**config.mk**
```make
export PLATFORM = sky130hd
export DESIGN_NAME = uart_rx_word_demux
export DESIGN_NICKNAME = d
export VERILOG_FILES = /design/src/rtl/uart_rx_word_demux.sv
export SDC_FILE = /design/constraint.sdc
export NUM_CORES = 1
export LEC_CHECK = 0
export BUFFER_PORTS_ARGS = -buffer_cell sky130_fd_sc_hd__buf_4
export CAP_MARGIN = 10
export CORE_MARGIN = 4
export CORE_UTILIZATION = 49
export DETAILED_ROUTE_END_ITERATION = 10
export PLACE_DENSITY = 0.76
export SETUP_SLACK_MARGIN = 0.3
export SLEW_MARGIN = 25
export SYNTH_ARGS = -nofsm -noshare
export SYNTH_HDL_FRONTEND = slang
export SYNTH_SLANG_ARGS = --single-unit
```
**constraint.sdc**
```tcl
create_clock -name clk -period 2.3 [get_ports clk]
set_input_delay 0.23 -clock clk [delete_from_list [all_inputs] [get_ports clk]]
set_output_delay 0.23 -clock clk [all_outputs]
set_load 0.02 [all_outputs]
```
**src/rtl/uart_rx_word_demux.sv**
```systemverilog
// uart_rx_word_demux
//   Receive-side word demultiplexer. A header byte 0xA8..0xAA selects the
//   destination (A/B/C). The next LENGTH/8 bytes are assembled LSB first into
//   one word, which is then written to that destination register with a
//   one-cycle valid pulse.
// Ports
//   clk, rst           rising-edge clock, synchronous active-high reset
//   enable             1 = advance, 0 = freeze all state (pulses drop to 0)
//   rx_data, rx_valid  received byte and its one-cycle strobe
//   A/B/C_out          destination word registers
//   A/B/C_valid        one-cycle update pulses
//   sel                destination code of the frame in progress or last decoded
//   err                one-cycle frame error (bad header, timeout, overrun)
module uart_rx_word_demux #(
    parameter int LENGTH  = 32,
    parameter int TIMEOUT = 100000
) (
    input  logic              clk,
    input  logic              rst,
    input  logic              enable,
    input  logic [7:0]        rx_data,
    input  logic              rx_valid,
    output logic [LENGTH-1:0] A_out,
    output logic [LENGTH-1:0] B_out,
    output logic [LENGTH-1:0] C_out,
    output logic              A_valid,
    output logic              B_valid,
    output logic              C_valid,
    output logic [1:0]        sel,
    output logic              err
);

    localparam int BYTES = LENGTH / 8;
    localparam int CW    = (BYTES > 1) ? $clog2(BYTES) : 1;
    localparam int TW    = (TIMEOUT > 0) ? $clog2(TIMEOUT + 1) : 1;

    typedef enum logic [1:0] {
        IDLE    = 2'b00,
        PAYLOAD = 2'b01,
        COMMIT  = 2'b10
    } state_t;

    state_t            state_r, state_next;
    logic [CW-1:0]     cnt_r;
    logic [TW-1:0]     tcnt_r;
    logic [LENGTH-1:0] shift_r;
    logic [LENGTH-1:0] a_r, b_r, c_r;
    logic              a_valid_r, b_valid_r, c_valid_r;
    logic [1:0]        sel_r;
    logic              err_r;

    logic              hdr_ok_s, hdr_err_s, shift_s, final_s;
    logic              timeout_s, tcnt_inc_s, overrun_s;
    logic [LENGTH-1:0] assembled_s;

    // New bytes enter at the top so the first payload byte ends up in bits 7:0.
    assign assembled_s = {rx_data, shift_r[LENGTH-1:8]};

    // Next-state and per-cycle action decode.
    always_comb begin
        state_next = state_r;
        hdr_ok_s   = 1'b0;
        hdr_err_s  = 1'b0;
        shift_s    = 1'b0;
        final_s    = 1'b0;
        timeout_s  = 1'b0;
        tcnt_inc_s = 1'b0;
        overrun_s  = 1'b0;
        if (enable) begin
            case (state_r)
                IDLE: begin
                    if (rx_valid) begin
                        if ((rx_data[7:2] == 6'h2A) && (rx_data[1:0] != 2'b11)) begin
                            hdr_ok_s   = 1'b1;
                            state_next = PAYLOAD;
                        end else begin
                            hdr_err_s = 1'b1;
                        end
                    end else begin
                        state_next = IDLE;
                    end
                end
                PAYLOAD: begin
                    if (rx_valid) begin
                        shift_s = 1'b1;
                        if (cnt_r == CW'(BYTES - 1)) begin
                            final_s    = 1'b1;
                            state_next = COMMIT;
                        end else begin
                            state_next = PAYLOAD;
                        end
                    end else if ((TIMEOUT != 0) && (tcnt_r == TW'(TIMEOUT - 1))) begin
                        // This idle cycle is the TIMEOUT-th in a row.
                        timeout_s  = 1'b1;
                        state_next = IDLE;
                    end else begin
                        tcnt_inc_s = 1'b1;
                    end
                end
                COMMIT: begin
                    state_next = IDLE;
                    overrun_s  = rx_valid;
                end
                default: state_next = IDLE;
            endcase
        end else begin
            state_next = state_r;
        end
    end

    // FSM state, byte assembly and counters.
    always_ff @(posedge clk) begin
        if (rst) begin
            state_r <= IDLE;
            cnt_r   <= '0;
            tcnt_r  <= '0;
            shift_r <= '0;
        end else if (enable) begin
            state_r <= state_next;
            if (hdr_ok_s) begin
                cnt_r   <= '0;
                tcnt_r  <= '0;
                shift_r <= '0;
            end else if (shift_s) begin
                cnt_r   <= cnt_r + CW'(1);
                tcnt_r  <= '0;
                shift_r <= assembled_s;
            end else if (tcnt_inc_s && (tcnt_r != {TW{1'b1}})) begin
                tcnt_r <= tcnt_r + TW'(1);
            end else begin
                tcnt_r <= tcnt_r;
            end
        end else begin
            state_r <= state_r;
        end
    end

    // Destination registers, pulses, sel and registered error.
    // The word is written on the edge that samples the final byte, so the
    // valid pulse and the new value are both visible during the COMMIT cycle.
    always_ff @(posedge clk) begin
        if (rst) begin
            a_r       <= '0;
            b_r       <= '0;
            c_r       <= '0;
            a_valid_r <= 1'b0;
            b_valid_r <= 1'b0;
            c_valid_r <= 1'b0;
            sel_r     <= 2'b11;
            err_r     <= 1'b0;
        end else if (enable) begin
            a_valid_r <= 1'b0;
            b_valid_r <= 1'b0;
            c_valid_r <= 1'b0;
            err_r     <= hdr_err_s | timeout_s;
            if (hdr_ok_s) begin
                sel_r <= rx_data[1:0];
            end else begin
                sel_r <= sel_r;
            end
            if (final_s) begin
                case (sel_r)
                    2'b00: begin a_r <= assembled_s; a_valid_r <= 1'b1; end
                    2'b01: begin b_r <= assembled_s; b_valid_r <= 1'b1; end
                    2'b10: begin c_r <= assembled_s; c_valid_r <= 1'b1; end
                    default: ;
                endcase
            end else begin
                a_r <= a_r;
            end
        end else begin
            a_valid_r <= 1'b0;
            b_valid_r <= 1'b0;
            c_valid_r <= 1'b0;
            err_r     <= 1'b0;
        end
    end

    assign A_out   = a_r;
    assign B_out   = b_r;
    assign C_out   = c_r;
    assign A_valid = a_valid_r;
    assign B_valid = b_valid_r;
    assign C_valid = c_valid_r;
    assign sel     = sel_r;
    // An overrun byte arrives during the COMMIT cycle itself; it has to be
    // flagged alongside the valid pulse, hence the direct combinational term.
    assign err     = err_r | overrun_s;

endmodule

```
==> results of run 1 <==
## registers in the layout, summed over array words and instances (netlist names), 2 cells and up
signal   count
A_out       32
B_out       32
C_out       32
cnt_r        2
sel          2
shift_r     24
state_r      2
tcnt_r      17
## logic make-up after synthesis
| group | count (synthesis) |
|---|---|
| flip-flops | 147 |
| AO/OA/AOI/OAI | 152 |
| buffers and inverters | 49 |
| multiplexers | 2 |
| adder cells (fa/ha/maj) | 3 |
| AND/OR/NAND/NOR | 319 |
| XOR/XNOR | 4 |
## report_power, final
| group | internal (uW) | leakage [uW] | total (uW) | switching (uW) |
|---|---|---|---|---|
| Clock | 1830 | 0.000299 | 2900 | 1070 |
| Combinational | 35.6 | 0.00124 | 105 | 69.6 |
| Sequential | 2540 | 0.00119 | 2550 | 1.09 |
| Total | 4410 | 0.00273 | 5550 | 1140 |
## routing by layer
metal  vias to the layer above  global-route usage (%)  share of wire (%)  wire [um]
met4                         0                   8.413                1.9        278
met1                      2407                   27.65                 41       6105
li1                       2495                       -                  -          -
met2                       180                   40.64                 51       7608
met5                         -                       0                  0          0
met3                        26                   5.936                6.8       1026
## stage by stage
step / TNS, ps / utilization (%) / hold WS, ps / cells
3_5_place_dp: 0 / 59.53 / 448.3 / 901
3_3_place_gp: 0 / 59.53 / 443.5 / 901
5_1_grt: -609.4 / 67.52 / 88.81 / 951
2_1_floorplan: 0 / - / 347.9 / 676
6_report: 0 / 67.52 / 84.91 / 951
4_1_cts: 0 / 66.84 / 69.51 / 948
## repair_timing
item                                    in CTS  in global routing
hold buffers                                 8                  0
resized for setup                           10                 11
buffers inserted                             7                  2
gates cloned                                 0                  1
pin swaps                                    8                  3
hold endpoints to repair                    32                  0
endpoints found under the setup margin      19                 20
## worst max-delay path, cell delays in order (launching register included)
cell and delay, ps:
dfxtp_4 350, ha_4 140, nand4_1 210, nor2_4 190, nand2_2 70, nor3_2 120
ha_2 210, nor4_4 60, a211oi_4 330, buf_6 180, nor3b_1 70, o221a_1 220
## Yosys cell counts
master    instances  area share (%)
nand2_1         256              18
dfxtp_1         147              54
a21oi_1         134              12
clkbuf_1         28             1.9
buf_2            15             1.4
nor2_1           12            0.83
or3_1            10             1.2
o21ai_0           8            0.74
nand3_1           6            0.55
nor3_1            5            0.46
inv_1             4            0.28
nand4_1           4            0.46
nor2b_1           4            0.46
o221a_1           4            0.83
and4_1            3            0.48
ha_1              3            0.69
xor2_1            3            0.48
a211o_1           2            0.32
and3_1            2            0.23
and4bb_1          2            0.46
mux2i_1           2            0.37
nand4b_1          2            0.32
nor3b_2           2            0.46
a211oi_2          1            0.23
a31oi_1           1            0.12
a41o_1            1            0.18
and4b_1           1            0.18
and4bb_2          1            0.23
buf_4             1            0.14
buf_6             1            0.21
nand2b_1          1            0.12
nor3_2            1            0.18
nor3b_1           1            0.14
nor4_1            1            0.12
nor4_2            1            0.23
nor4b_1           1            0.16
nor4bb_1          1            0.18
o31ai_1           1            0.14
or2_1             1            0.12
or4_1             1            0.14
xnor2_1           1            0.16
## path summary, 6_finish.rpt
| kind | cells after the start | end |
|---|---|---|
| setup / recovery | 11 | tcnt_r[4]$_SDFFE_PP0P_ |
| setup reg to reg | 11 | tcnt_r[4]$_SDFFE_PP0P_ |
| hold / removal | 2 | B_out[7]$_SDFFE_PP0P_ |
| hold reg to reg | 2 | B_out[16]$_SDFFE_PP0P_ |
## layout make-up
cell class                      count  area (um2)
Fill cell                         869        3521
Sequential cell                   147        2955
Multi-Input combinational cell    480        2395
Timing Repair Buffer              148        1155
Clock buffer                       21       449.2
Clock inverter                     11       175.2
Tap cell                          140       175.2
Inverter                            4       15.01
==> flow_summary.toml, run 1 <==
[worst_setup_path]
r2r_start = "tcnt_r[0]$_SDFFE_PP0P_"
crit_arrival_ps = 2690
crit_path_start = "tcnt_r[0]$_SDFFE_PP0P_"
rrSetupSlack_ps = 20
crit_path_max_fanout = 4
critPathLaunchType = "flip-flop"
end_kind = "flip-flop"
worstPathRequired_ps = 2710
path_class = "reg -> reg"

[floorplan]
floorplan.initialDensity_pct = 50.15
dieArea_um2 = 12840
num_rows = 38
top_level_ports = 114
die_w_um = 113.3
core_um2 = 10840
die_h_um = 113.3

[layout]
final_nets = 813
n_antenna_cell = 0
final_cell_area_um2 = 7320
final_cell_mix = "252 x nand2_1, 141 x dfxtp_1, 136 x buf_4, 133 x a21oi_1, 16 x clkbuf_16"
layout_commonest_cell = "nand2_1"
area_growth_syn_to_layout_pct = 34.64
post_route_cells_drive_above_1_share_pct = 24.04

[place]
gp_congestion = 0.7823
port_buffers = 113
placed_area_um2 = 6454
pre_cts_slack_ps = 34.37
dp_hpwl_mm = 9.706

[routing]
detail-route-antenna-nets = 0
routed_wl_mm = 15.02
first_iter_violations = 369
wire_per_inst_um = 15.79
vias_per_cell = 5.371
drtPass1Iterations = 7
vias = 5108
drc = 0

[logic_synthesis]
yosys.area_share.adder_pct = 0.6904
syn_avg_cell_area_um2 = 8.042
synth-simple-area-share_pct = 25.34
ys_ff_latch = 147
synth_warnings = 0
ys_seq_area_share_pct = 54.13
synth_top_family_by_area = "simple AND/OR/NAND/NOR gates"
yosysUniqueCellTypes = 41
synthCells = 676
netlist_area_um2 = 5436
syn_nets = 691
synth-xor-area-share_pct = 0.6444
synth_compound_area_share_pct = 14.89
muxShareOfSynthArea_pct = 0.3682

[sta]
drv_slew = 0
maxSlewHeadroom_pct = 42.32
period_minus_slack_ps = 2279
finalSetupViolCount = 0
rsz0062_at_grt = "yes"
max_freq_mhz = 438.8
fin_crit_sh_pct = 99.10
hold_viol = 0
setup_ws_ps = 20.80
worstMarginPinSlew_ps = 865.2
skew_ps = 6.230

[clock_network]
cts_buffer_depth = 2
tritoncts = "done"
cts-root-buf = "clkbuf_8"
path_clk_slew_ps = 60
cts_buffers = 17
worst_skew_pair.late_latency_ps = 520
clock_sinks = 147
htreeDepth = 4

[status]
status = "completed"

[global_routing]
antenna_found_initial = 0
gr-total-overflow = 0
track_usage_pct = 23.28
grt_max_degree = 82
grt_pass1_vias = 5009
grt_pass1_wl_mm = 24.16

[worst_hold_path]
min_from = "rst"
worstHoldPathType = "in -> reg"

[power]
p_per_area_nw_per_um2 = 758.1
p_leak_uw = 0.002731
ir_worst_vdd_uv = 579.3
power_uw = 5549

[run]
drv_cap = 0
No activity file was read; power rests on OpenSTA's default activity.
==> inputs of run 2 (changes only) <==
--- a/config.mk
+++ b/config.mk
@@ -5,12 +5,13 @@
 export SDC_FILE = /design/constraint.sdc
 export NUM_CORES = 1
 export LEC_CHECK = 0
+export ABC_AREA = 1
 export BUFFER_PORTS_ARGS = -buffer_cell sky130_fd_sc_hd__buf_4
 export CAP_MARGIN = 10
 export CORE_MARGIN = 4
 export CORE_UTILIZATION = 49
 export DETAILED_ROUTE_END_ITERATION = 10
-export PLACE_DENSITY = 0.76
+export PLACE_DENSITY = 0.75
 export SETUP_SLACK_MARGIN = 0.3
 export SLEW_MARGIN = 25
 export SYNTH_ARGS = -nofsm -noshare
==> flow_summary.toml, run 2 <==
[global_routing]
antenna_found_initial = 0
gr-total-overflow = 0
grt_pass1_vias = 5153
grt_pass1_wl_mm = 25.47
grt_max_degree = 73
track_usage_pct = 23.79

[power]
p_per_area_nw_per_um2 = 708.9
p_switching_uw = 1119
p_leak_uw = 0.002797
p_clk_share_pct = 47.0
ir_worst_vdd_uv = 460.2
p_seq_share_pct = 49.7
power.internal_uw = 4046
p_comb_share_pct = 3.3
switching_share_pct = 21.67

[routing]
detail-route-antenna-nets = 0
vias = 5512
first_iter_violations = 398
drc = 0
routed_wl_mm = 15.88
wire_per_inst_um = 15.64
vias_per_cell = 5.431
drtPass1Iterations = 5

[place]
port_buffers = 113
dp_hpwl_mm = 10.52
gp_congestion = 0.8458
pre_cts_slack_ps = 298.6

[worst_hold_path]
worstHoldEndpoint = "sel[0]$_SDFFE_PP1P_"
min_from = "rx_data[0]"
hold_path_depth = 3
worstHoldPathType = "in -> reg"

[sta]
finalSetupViolCount = 0
fin_crit_sh_pct = 82.99
totalNegativeSetupSlack_ps = 0
worstMarginPinSlew_ps = 769.0
setup_ws_ps = 391.3
skew_ps = 6.503
max_freq_mhz = 523.9
drv_slew = 0
rsz0062_at_grt = "yes"
hold_viol = 0
period_minus_slack_ps = 1909
maxSlewHeadroom_pct = 48.34

[layout]
layout_commonest_cell = "nand2_1"
n_antenna_cell = 0
post_route_cells_drive_above_1_share_pct = 19.95
multi_input_area_um2 = 2400
final_nets = 878
fillerInstances = 1030
area_growth_syn_to_layout_pct = 27.25
regArea_um2 = 2944
final_cell_mix = "165 x nand2_1, 146 x dfxtp_1, 137 x a21oi_1, 131 x buf_4, 89 x nand3_1"

[logic_synthesis]
synth_warnings = 0
synth_ff_type = "dfxtp_1"
syn_nets = 770
ys_async_sr_fraction_pct = 0
yosysTopAreaCell = "dfxtp_1"
synth_top_area_share_pct = 51.40
synth_area_leaders = "dfxtp_1 51%, a21oi_1 12%, nand2_1 11%"
synth_edf_count = 0
syn_avg_cell_area_um2 = 7.583
yosysUniqueCellTypes = 28
synthCells = 755
synth_most_common_cell = "nand2_1"
synth_commonest_cells = "165 x nand2_1, 147 x dfxtp_1, 137 x a21oi_1"
ys_ff_latch = 147
ys_seq_area_share_pct = 51.40
netlist_area_um2 = 5725

[worst_setup_path]
cp_slowest_cell = "dfxtp_2"
slowest_delay_ps = 330
critPathLaunchType = "flip-flop"
cp.depth = 11
end_kind = "flip-flop"
rrSetupSlack_ps = 390
r2r_start = "tcnt_r[0]$_SDFFE_PP0P_"
crit_arrival_ps = 2210
r2r-end = "tcnt_r[16]$_SDFFE_PP0P_"
rr_worst_depth = 11
crit_path_start = "tcnt_r[0]$_SDFFE_PP0P_"
worst_path_most_repeated_cell = "nand3_1"
worst-path-buf-inv = 2
crit_family = "simple AND/OR/NAND/NOR gates"
worstPathRequired_ps = 2600
crit_path_max_fanout = 6
path_class = "reg -> reg"
crit_chain = "ha_1 > nand3_1 > inv_2 > nand3_1 > nor2_1 > ha_2 > nor2_4 > nand3_4 > buf_4 > o21ai_0 > a21oi_1"

[floorplan]
top_level_ports = 114
die_h_um = 116.1
core_um2 = 11420
die_w_um = 116.1
num_rows = 39
floorplan.initialDensity_pct = 50.14
dieArea_um2 = 13480

[clock_network]
worst_skew_pair.late_latency_ps = 420
ctsHoldBuffers = 0
htreeDepth = 4
cts_buffer_depth = 2
path_clk_slew_ps = 60
cts-root-buf = "clkbuf_16"
clock_sinks = 147
tritoncts = "done"
cts_buffers = 17

[status]
status = "completed"

[run]
drv_cap = 0
run 2: how the worst max path moves through the flow:
stage / to / slack [ps]
after floorplan: tcnt_r[4]$_SDFFE_PP0P_ / 570
after global placement: tcnt_r[13]$_SDFFE_PP0P_ / 390
after detailed placement: tcnt_r[8]$_SDFFE_PP0P_ / 300
after CTS: tcnt_r[8]$_SDFFE_PP0P_ / 290
after global routing: tcnt_r[8]$_SDFFE_PP0P_ / 270
final: tcnt_r[16]$_SDFFE_PP0P_ / 390
run 2: stage by stage:
stage | hold slack [ps] | instances | cell area, um2 | total power (uW) | utilization, %
after floorplan | 343.2 | 755 | 5725 | 2715 | -
after global placement | 432.4 | 981 | 6651 | 2770 | 58.25
after detailed placement | 436.8 | 981 | 6651 | 2776 | 58.25
after CTS | 87.04 | 1009 | 7162 | 5167 | 62.72
after global routing | 104.1 | 1015 | 7286 | 5320 | 63.81
final | 93.92 | 1015 | 7286 | 5165 | 63.81
run 2: metal layers:
metal / GRT usage, % / vias to the layer above / share of wire, %
li1: - / 2706 / -
met1: 31.08 / 2604 / 44
met2: 38.47 / 176 / 48
met3: 6.062 / 26 / 6.5
met4: 8.353 / 0 / 1.4
met5: 0 / - / 0
run 2: power by group through the flow:
| stage | Clock, uW | Combinational (uW) | Sequential, uW |
|---|---|---|---|
| 2_1_floorplan | 0 | 97.8 | 2620 |
| 3_3_place_gp | 0 | 150 | 2620 |
| 3_5_place_dp | 0 | 156 | 2620 |
| 4_1_cts | 2450 | 157 | 2570 |
| 5_1_grt | 2560 | 191 | 2570 |
| 6_report | 2430 | 173 | 2570 |
run 2: repair_timing:
action | in CTS | in global routing
pin swaps | 0 | 4
endpoints found under the setup margin | 1 | 69
cloned | 0 | 2
setup buffers | 0 | 4
resized for setup | 0 | 10
run 2: cell families (layout without fill, tap and decap cells):
| kind of cell | Yosys count | count (layout) | synth area share (%) |
|---|---|---|---|
| DFF | 147 | 147 | 51.40 |
| adders and majority gates | 3 | 3 | 0.6557 |
| buffers and inverters | 105 | 220 | 7.976 |
| and+or+nand+nor | 318 | 320 | 23.78 |
| xor gates and xnor gates | 1 | 1 | 0.1530 |
| AOI/OAI and AO/OA | 181 | 181 | 16.04 |
run 2: worst reg2reg max path: stages, from the launching register on:
cell and delay (ps):
dfxtp_2 330, ha_1 210, nand3_1 120, inv_2 70
nand3_1 90, nor2_1 60, ha_2 180, nor2_4 130
nand3_4 160, buf_4 240, o21ai_0 160, a21oi_1 60
run 2: cell type report:
class | instances | share of cell area, %
timing repair buffer | 134 | 14.20
clock buffer | 24 | 6.612
sequential | 147 | 40.41
clock inverter | 4 | 0.3950
tap | 143 | 2.456
multi-input combinational | 505 | 32.94
inverter | 58 | 2.988
==> inputs of run 3 (changes only) <==
--- a/config.mk
+++ b/config.mk
@@ -5,13 +5,13 @@
 export SDC_FILE = /design/constraint.sdc
 export NUM_CORES = 1
 export LEC_CHECK = 0
-export ABC_AREA = 1
+export ABC_AREA = 0
 export BUFFER_PORTS_ARGS = -buffer_cell sky130_fd_sc_hd__buf_4
 export CAP_MARGIN = 10
 export CORE_MARGIN = 4
 export CORE_UTILIZATION = 49
 export DETAILED_ROUTE_END_ITERATION = 10
-export PLACE_DENSITY = 0.75
+export PLACE_DENSITY = 0.76
 export SETUP_SLACK_MARGIN = 0.3
 export SLEW_MARGIN = 25
 export SYNTH_ARGS = -nofsm -noshare
==> constraint.sdc (replaced) <==
create_clock -name clk -period 1.74 [get_ports clk]
set_input_delay 0.174 -clock clk [delete_from_list [all_inputs] [get_ports clk]]
set_output_delay 0.174 -clock clk [all_outputs]
set_load 0.02 [all_outputs]
==> flow_summary.toml, run 3 (synthesis gave the netlist of run 1 again) <==
[status]
status = "finished, violations left"
violations = "setup timing"

[clock_network]
cts_buffers = 17
cts-root-buf = "clkbuf_8"
clock_sinks = 147
tritoncts = "done"
path_clk_slew_ps = 60
cts_buffer_depth = 2
htreeDepth = 4
worst_skew_pair.late_latency_ps = 540

[floorplan]
die_w_um = 113.3
top_level_ports = 114
die_h_um = 113.3
core_um2 = 10840
floorplan.initialDensity_pct = 50.15
num_rows = 38
dieArea_um2 = 12840

[layout]
post_route_cells_drive_above_1_share_pct = 56.35
final_cell_area_um2 = 9676
area_growth_syn_to_layout_pct = 77.97
layout_commonest_cell = "nand2_1"
final_cell_mix = "155 x nand2_1, 152 x buf_4, 138 x dfxtp_1, 108 x a21oi_2, 84 x nand2_4"
final_cells = 1022
n_antenna_cell = 0
final_nets = 886

[global_routing]
grt_pass1_wl_mm = 33.00
antenna_found_initial = 1
grt_pass1_vias = 6152
grt_max_degree = 83
gr-total-overflow = 0
track_usage_pct = 32.90

[routing]
vias = 6663
detail-route-antenna-nets = 0
wire_per_inst_um = 26.62
routed_wl_mm = 27.21
first_iter_violations = 748
drc = 0
vias_per_cell = 6.520
drtPass1Iterations = 6

[worst_setup_path]
rrSetupSlack_ps = -710
crit_arrival_ps = 2880
worstPathRequired_ps = 2170
r2r-end = "tcnt_r[11]$_SDFFE_PP0P_"
critPathLaunchType = "flip-flop"
end_kind = "flip-flop"
r2r_start = "tcnt_r[10]$_SDFFE_PP0P_"
path_class = "reg -> reg"
rr_worst_depth = 10
crit_path_max_fanout = 6

[sta]
hold_viol = 0
totalNegativeSetupSlack_ps = -26330
period_minus_slack_ps = 2446
maxSlewHeadroom_pct = 59.81
rsz0062_at_grt = "yes"
worst_hold_slack_ps = 82.47
skew_ps = 7.435
drv_slew = 0
finalSetupViolCount = 141
setup_ws_ps = -706.2
fin_crit_sh_pct = 140.6
max_freq_mhz = 408.8
worstMarginPinSlew_ps = 602.8

[power]
ir_worst_vdd_uv = 673.4
power.internal_uw = 5839
p_per_area_nw_per_um2 = 774.5
p_clk_share_pct = 51.9
p_seq_share_pct = 44.9
p_switching_uw = 1655
p_leak_uw = 0.004209
p_comb_share_pct = 3.2
switching_share_pct = 22.09

[worst_hold_path]
min_from = "rst"
worstHoldEndpoint = "A_out[0]$_SDFFE_PP0P_"
hold_path_depth = 2
worstHoldPathType = "in -> reg"

[place]
port_buffers = 113
dp_hpwl_mm = 10.12
pre_cts_slack_ps = -417.8
placed_area_um2 = 6802
place_inst = 929
gp_congestion = 0.8172

[run]
drv_cap = 0
-- run 3: cell types whose count changed in the layout (fill, tap and decap cells not counted), sizes merged, moves of 4 or more --
cell	previous run	this run
dlygate4sd3	0	8
buf	134	211
bufinv	0	4
o221a	0	4
o21ai	40	8
inv	57	4
nand3	93	6
nor2	47	12
or3	0	10
nand2	167	256
nor2b	0	4
-- run 3: worst max path at each step --
stage | startpoint | to | slack, ps | cells after the start
final | tcnt_r[10]$_SDFFE_PP0P_ | tcnt_r[11]$_SDFFE_PP0P_ | -710 | 10
after global routing | tcnt_r[10]$_SDFFE_PP0P_ | tcnt_r[11]$_SDFFE_PP0P_ | -840 | 10
after CTS | tcnt_r[8]$_SDFFE_PP0P_ | tcnt_r[5]$_SDFFE_PP0P_ | -430 | 10
after detailed placement | tcnt_r[10]$_SDFFE_PP0P_ | tcnt_r[5]$_SDFFE_PP0P_ | -420 | 10
after global placement | tcnt_r[8]$_SDFFE_PP0P_ | tcnt_r[7]$_SDFFE_PP0P_ | -360 | 10
after floorplan | tcnt_r[8]$_SDFFE_PP0P_ | tcnt_r[14]$_SDFFE_PP0P_ | -410 | 10
-- run 3: worst max-delay path, cell delays in order, from the launching register on --
cell	delay [ps]
dfxtp_1	370
and4_4	220
and3_4	200
nand2_4	60
nor3_4	170
ha_2	230
nor4_4	70
a211oi_4	400
buf_4	220
o21ai_0	130
a21oi_1	270
-- run 3: power groups by stage --
stage          Combinational (uW)  Clock [uW]  Sequential (uW)
6_report                      239        3890             3370
5_1_grt                       243        4010             3370
2_1_floorplan                80.7           0             3440
3_3_place_gp                  130           0             3440
3_5_place_dp                  132           0             3440
4_1_cts                       202        3790             3370
-- run 3: final cells by class --
type                            instances  area, um2
Clock inverter                          9      155.1
Tap cell                              140      175.2
Clock buffer                           21      449.2
Sequential cell                       147       2957
Fill cell                             405       1165
Inverter                                4      17.52
Multi-Input combinational cell        480       3641
Timing Repair Buffer                  221       2281
-- run 3: per-layer routing --
layer	global-route usage, %	wire length (um)	up-vias
met2	55.69	12630	586
met5	0	7	-
met1	38.24	9509	3186
met3	8.021	2706	225
met4	17.95	2356	2
li1	-	-	2664
-- run 3: repair_timing --
action	in CTS	in global routing
resized for setup	234	154
pin swaps	136	60
setup buffers	24	14
hold buffers	8	0
endpoints found under the setup margin	142	147
endpoints found under the hold margin	34	0
cloned	14	3
-- run 3: through the flow --
step | total power, uW | utilization (%)
detailed placement | 3575 | 62.74
global route | 7616 | 89.25
finish | 7494 | 89.25
floorplan | 3523 | -
CTS | 7363 | 81.68
global placement | 3573 | 62.74
